File: config.mk
export PLATFORM = sky130hd
export DESIGN_NAME = pool_ofm_writer
export DESIGN_NICKNAME = d
export VERILOG_FILES = /design/src/rtl/pool_ofm_writer.sv
export SDC_FILE = /design/constraint.sdc
export NUM_CORES = 1
export LEC_CHECK = 0
export CORE_UTILIZATION = 40
export CTS_CLUSTER_SIZE = 12
export DETAILED_ROUTE_END_ITERATION = 10
export GPL_TIMING_DRIVEN = 0
export SLEW_MARGIN = 20
export SYNTH_ARGS = -nofsm -noshare
export SYNTH_HDL_FRONTEND = slang
export SYNTH_SLANG_ARGS = --single-unit
export TNS_END_PERCENT = 10
File: constraint.sdc
create_clock -name clk -period 3.7 [get_ports clk]
set_input_delay 0.74 -clock clk [delete_from_list [all_inputs] [get_ports clk]]
set_output_delay 0.74 -clock clk [all_outputs]
set_load 0.05 [all_outputs]
File: src/rtl/pool_ofm_writer.sv
// Packs pooled values into memory words and streams them to the OFM memory through a small word FIFO.
// Optional macro OFM_RELU_EN clamps negative values to zero before packing.
module pool_ofm_writer #(
   parameter int DATA_WIDTH = 8,
   parameter int WORD_WIDTH = 32,
   parameter int ADDR_WIDTH = 16,
   parameter int FIFO_DEPTH = 4,
   localparam int BYTES     = WORD_WIDTH / DATA_WIDTH
) (
   input  logic                  clk,
   input  logic                  rst,
   input  logic                  start,
   input  logic [ADDR_WIDTH-1:0] base_addr,
   input  logic [ADDR_WIDTH-1:0] num_outputs,
   input  logic                  ready_write,
   input  logic [DATA_WIDTH-1:0] ifm_output,
   output logic                  busy,
   output logic                  done,
   output logic                  overflow,
   output logic                  mem_wr_en,
   input  logic                  mem_wr_ready,
   output logic [ADDR_WIDTH-1:0] mem_addr,
   output logic [WORD_WIDTH-1:0] mem_wdata,
   output logic [BYTES-1:0]      mem_byte_en
);

   localparam int LANE_W = (BYTES > 1) ? $clog2(BYTES) : 1;
   localparam int PTR_W  = (FIFO_DEPTH > 1) ? $clog2(FIFO_DEPTH) : 1;

   typedef enum logic [1:0] {S_IDLE, S_COLLECT, S_FLUSH, S_DONE} state_t;

   state_t state_reg, state_next;

   logic [ADDR_WIDTH-1:0] num_reg, recv_cnt_reg;
   logic [LANE_W-1:0]     lane_reg;
   logic [WORD_WIDTH-1:0] pack_data_reg;
   logic [BYTES-1:0]      pack_be_reg;
   logic                  busy_reg, done_reg, overflow_reg;

   logic [WORD_WIDTH-1:0] fifo_data [FIFO_DEPTH];
   logic [BYTES-1:0]      fifo_be   [FIFO_DEPTH];
   logic [PTR_W-1:0]      wr_ptr_reg, rd_ptr_reg;
   logic [PTR_W:0]        count_reg, count_next, remaining;

   logic                  mem_wr_en_reg;
   logic [ADDR_WIDTH-1:0] mem_addr_reg;
   logic [WORD_WIDTH-1:0] mem_wdata_reg;
   logic [BYTES-1:0]      mem_be_reg;

   logic [DATA_WIDTH-1:0] value_in;
   logic [WORD_WIDTH-1:0] word_data, head_data;
   logic [BYTES-1:0]      word_be, head_be;
   logic [PTR_W-1:0]      head_ptr;
   logic start_ok, accept_val, last_val, lane_last, word_complete;
   logic pop, push, drop, fifo_full;

`ifdef OFM_RELU_EN
   assign value_in = ifm_output[DATA_WIDTH-1] ? '0 : ifm_output;
`else
   assign value_in = ifm_output;
`endif

   assign start_ok      = (state_reg == S_IDLE) && start;
   assign accept_val    = (state_reg == S_COLLECT) && ready_write;
   assign last_val      = accept_val && ((recv_cnt_reg + ADDR_WIDTH'(1)) == num_reg);
   assign lane_last     = (lane_reg == LANE_W'(BYTES - 1));
   assign word_complete = accept_val && (lane_last || last_val);
   assign pop           = mem_wr_en_reg && mem_wr_ready;
   assign fifo_full     = (count_reg == (PTR_W+1)'(FIFO_DEPTH));
   assign push          = word_complete && (!fifo_full || pop);
   assign drop          = word_complete && !push;

   // Merge the incoming value into its lane; lanes above it are still zero in the packer.
   generate
      for (genvar gi = 0; gi < BYTES; gi++) begin : g_lane
         assign word_data[gi*DATA_WIDTH +: DATA_WIDTH] =
            (lane_reg == LANE_W'(gi)) ? value_in : pack_data_reg[gi*DATA_WIDTH +: DATA_WIDTH];
         assign word_be[gi] = (lane_reg == LANE_W'(gi)) | pack_be_reg[gi];
      end
   endgenerate

   always_comb begin
      count_next = count_reg;
      case ({push, pop})
         2'b10:   count_next = count_reg + (PTR_W+1)'(1);
         2'b01:   count_next = count_reg - (PTR_W+1)'(1);
         default: count_next = count_reg;
      endcase
   end

   // Head presented next cycle: when the FIFO would otherwise be empty, it is the word being pushed.
   assign remaining = count_reg - (PTR_W+1)'(pop);
   assign head_ptr  = rd_ptr_reg + PTR_W'(pop);
   assign head_data = (remaining == '0) ? word_data : fifo_data[head_ptr];
   assign head_be   = (remaining == '0) ? word_be   : fifo_be[head_ptr];

   always_comb begin
      state_next = state_reg;
      case (state_reg)
         S_IDLE:    if (start) state_next = (num_outputs == '0) ? S_DONE : S_COLLECT;
         S_COLLECT: if (last_val) state_next = S_FLUSH;
         S_FLUSH:   if ((count_reg == '0) && !mem_wr_en_reg) state_next = S_DONE;
         S_DONE:    state_next = S_IDLE;
         default:   state_next = S_IDLE;
      endcase
   end

   always_ff @(posedge clk) begin
      if (rst) begin
         state_reg     <= S_IDLE;
         num_reg       <= '0;
         recv_cnt_reg  <= '0;
         lane_reg      <= '0;
         pack_data_reg <= '0;
         pack_be_reg   <= '0;
         busy_reg      <= 1'b0;
         done_reg      <= 1'b0;
         overflow_reg  <= 1'b0;
         wr_ptr_reg    <= '0;
         rd_ptr_reg    <= '0;
         count_reg     <= '0;
         mem_wr_en_reg <= 1'b0;
         mem_addr_reg  <= '0;
         mem_wdata_reg <= '0;
         mem_be_reg    <= '0;
      end else begin
         state_reg <= state_next;
         done_reg  <= (state_reg == S_DONE);
         if (start_ok)                  busy_reg <= 1'b1;
         else if (state_reg == S_DONE)  busy_reg <= 1'b0;
         if (start_ok)   overflow_reg <= 1'b0;
         else if (drop)  overflow_reg <= 1'b1;

         if (start_ok) begin
            num_reg      <= num_outputs;
            recv_cnt_reg <= '0;
         end else if (accept_val) begin
            recv_cnt_reg <= recv_cnt_reg + ADDR_WIDTH'(1);
         end

         if (start_ok || word_complete) begin
            lane_reg      <= '0;
            pack_data_reg <= '0;
            pack_be_reg   <= '0;
         end else if (accept_val) begin
            lane_reg      <= lane_reg + LANE_W'(1);
            pack_data_reg <= word_data;
            pack_be_reg   <= word_be;
         end

         if (push) wr_ptr_reg <= wr_ptr_reg + PTR_W'(1);
         if (pop)  rd_ptr_reg <= rd_ptr_reg + PTR_W'(1);
         count_reg <= count_next;

         mem_wr_en_reg <= (count_next != '0);
         mem_wdata_reg <= (count_next != '0) ? head_data : '0;
         mem_be_reg    <= (count_next != '0) ? head_be : '0;
         if (start_ok) mem_addr_reg <= base_addr;
         else if (pop) mem_addr_reg <= mem_addr_reg + ADDR_WIDTH'(1);
      end
   end

   // Storage array carries no reset; validity is tracked by the pointers.
   always_ff @(posedge clk) begin
      if (push) begin
         fifo_data[wr_ptr_reg] <= word_data;
         fifo_be[wr_ptr_reg]   <= word_be;
      end
   end

   assign busy        = busy_reg;
   assign done        = done_reg;
   assign overflow    = overflow_reg;
   assign mem_wr_en   = mem_wr_en_reg;
   assign mem_addr    = mem_addr_reg;
   assign mem_wdata   = mem_wdata_reg;
   assign mem_byte_en = mem_be_reg;

endmodule

==> results.md <==
* Routed WL per cell at 18.26 um
* CP max-delay cell: or4b_4
* Syn Std Cell Area at 11900 um^2
* Number of diodes at 0
* Flops & latches, synth at 279
* Total Routing Usage GR at 0.1801
* Highest metal used: met4
* CTS sink count at ~280
* First-pass GRT wire length at between 40000 and 50000 um
* Port Buffer Count at between 90 and 100
* Drt via density at between 5 and 6
* Final hold vios at 0
* FMAX at 0.2651 GHz
* Gr ovfl total at 0
* DP Area at about 13000 um^2
* DIE WIDTH at 174.5 um
* Outcome: finished with violations
* Starting Density at 0.4101
* Vias in the first global route at between 7000 and 8000
* Mean Syn Cell Area at 12.81 um^2
* Top cells by count, synth: edfxtp_1, dfxtp_1, nand2_1
* Worst Hold Class: reg -> reg
* DRC viols at 0
* Post-route cell area at 15000 um^2
* CTS Root Cell: clkbuf_16
* Layout area overhead at 26.10%
* Syn Inst Count at 929
* YS warnings at 0
* M1 WL at 12610 um
* CTS clock-pin slew for the worst setup and hold paths at 0.06 ns
* Yosys top cell by area: edfxtp_1
* ANT nets after route at 0
* Vias at 7743
* Post-CTS Hold Buffers at 0
* CTS tree: done
* Yosys top cell area share at 0.3634
* Final setup fails at 36
* Clock latency on the worst-skew pair at 0.58 ns
* Max_cap viols at 0
* Length of routed met3 wiring at 1413 um
* Fin crit period at 3.772 ns
* Fill count at 2556
* Top post-synthesis cells by area: edfxtp_1, dfxtp_1, mux4_2, nand2_1, mux2_2
* Die H at 174.5 um
* Setup crit start kind: register
* Total wire length at 27320 um
* Crit-path cells: buf_8, nand4_4, buf_6, or4b_4, a22oi_2, nand4_1, a2111o_1, nand3_2, inv_2, fa_2, xor2_1, or4_4, mux2i_4, buf_12, clkbuf_16, nor4_2
* Fin crit share at 1.019
* Row count at 62
* Antenna violations before repair at 0
* IO Pins at 101
* Layout cell share with drive strength beyond 1 at 0.2158
* RSZ-0062 raised after global routing: yes
* Die area at 30440 um^2
* DRT Pass-1 Iters at 5
* EDFF count, synth at between 100 and 150
* Largest net degree at the start of global routing at 24
* Setup WS post-layout at -0.07197 ns
* Clock Tree Buf Depth at 3
* VDD IR max at 0.3798 mV
* Post-DP HPWL at roughly 18000 um
* Slowest stage delay, CP at 0.47 ns
* Critical Path RT at 4.12 ns
* Register area share after synthesis at 0.5905
* Final Wtd Congestion at 0.8095
* Tightest Pin Transition at 0.9136 ns
* Total power at 7789 uW
* Leak at roughly 0.0048 uW
* Failing checks: setup timing
* Clock Skews at 0.01633 ns
* CP endpoint kind: register
* Initial DRC count at 584
* Relative slew slack at 0.3909
* Max reg flops at between 100 and 150
* Synth Flop Type: edfxtp_1
* Crit path kind: reg -> reg
* Count leader, synth: edfxtp_1
* Core Area at 29010 um^2
* Netlist cell types at 59
* Ys async rst share at 0
* Met2 wire len at 12880 um
* P per Cell Area at 519.1 nW/um^2
* Max-slew violation count at 0
* Net Count, Synth at 992
* CTS Buf Count at 30
* Worst-path fanout max at 7
* Data arrival, critical path at 4.20 ns
* Layout net count at 1151
* H-tree depth at 1
[cell type report]
class / instances / area, um^2 / share of cell area
clock buffer: 49 / 923.4 / 0.06154
multi-input combinational: 580 / 4775 / 0.3182
sequential: 279 / 7034 / 0.4688
timing repair buffer: 131 / 1360 / 0.09064
tap: 384 / 480.5 / 0.03202
inverter: 11 / 41.29 / 0.002752
clock inverter: 7 / 60.06 / 0.004003
buffer: 55 / 330.3 / 0.02201
[worst max-delay path: cells and delay by family (launching register included)]
kind	cells	cell delay [ns]
buf+inv	5	0.66
simple gates	6	1.31
flops	1	0.34
compound gates	2	0.61
fa+ha+maj	1	0.34
mux	1	0.17
xor+xnor	1	0.18
[worst paths after layout]
check | to | from | slack, ns | cells past startpoint
min reg2reg | pack_data_reg[20]$_SDFFE_PP0P_ | pack_data_reg[20]$_SDFFE_PP0P_ | 0.45 | 2
max reg2reg | mem_wdata[29]$_SDFF_PP0_ | recv_cnt_reg[0]$_SDFFE_PP0P_ | -0.07 | 16
max | mem_wdata[29]$_SDFF_PP0_ | recv_cnt_reg[0]$_SDFFE_PP0P_ | -0.07 | 16
min | pack_data_reg[20]$_SDFFE_PP0P_ | pack_data_reg[20]$_SDFFE_PP0P_ | 0.45 | 2
[power breakdown]
| group | total (uW) | internal [uW] | switching, uW |
|---|---|---|---|
| clock network | 2920 | 1700 | 1220 |
| logic | 1380 | 525 | 858 |
| registers | 3490 | 3380 | 110 |
| total | 7790 | 5610 | 2180 |
[timing repair]
action	CTS	global route
pin swaps	6	18
setup buffers	6	20
gates resized for setup	37	33
setup endpoints to repair	124	129
cloned	0	2
endpoints found under the hold margin	0	0
[layout by cell type, fill, tap and decap left out, drive strengths merged, types with 2 or more instances in the layout]
cell type / count
nand4: 11
mux2i: 38
and4: 2
o21a: 2
a311oi: 3
nand2: 119
mux2: 33
or4: 2
o21ai: 10
inv: 10
clkinv: 8
nand3: 14
a31oi: 3
dfxtp: 135
clkdlybuf4s50: 98
or2: 6
and2: 15
or3: 8
a21oi: 56
mux4: 36
ha: 17
xnor2: 22
and3: 8
nor2: 50
clkbuf: 80
buf: 55
xor2: 29
nor2b: 6
a221oi: 2
o2111ai: 2
edfxtp: 144
nor4: 44
a211oi: 16
nor3: 8
o311ai: 2
nand2b: 3
[layer usage]
metal,track usage,up-vias
met1,0.2476,3790
met4,0.03545,0
met2,0.2960,168
met3,0.03500,40
li1,-,3745
met5,0,-
[cell families (layout without fill, tap and decap cells)]
family / after synthesis / after routing / synth area share
adders and majority gates: 18 / 18 / 0.01956
and+or+nand+nor: 299 / 299 / 0.1387
AOI/OAI and AO/OA: 105 / 105 / 0.05458
DFF: 279 / 279 / 0.5905
buffers and inverters: 70 / 253 / 0.02671
xor gates and xnor gates: 51 / 51 / 0.03754
muxes: 107 / 107 / 0.1324
[metrics by stage]
stage | worst slack (ns) | TNS (ns) | utilization | hold WS (ns) | instances
floorplan | 0.006900 | 0 | - | 0.4257 | 929
global placement | -1.729 | -295.24 | 0.4617 | 0.4379 | 1412
detailed placement | -1.402 | -148.54 | 0.4646 | 0.4430 | 1416
global route | -0.1805 | -6.277 | 0.5172 | 0.4692 | 1496
finish | -0.07197 | -1.688 | 0.5172 | 0.4505 | 1496
CTS | -0.03775 | -0.5332 | 0.5043 | 0.4524 | 1475
(Power assumes the default switching activity.)
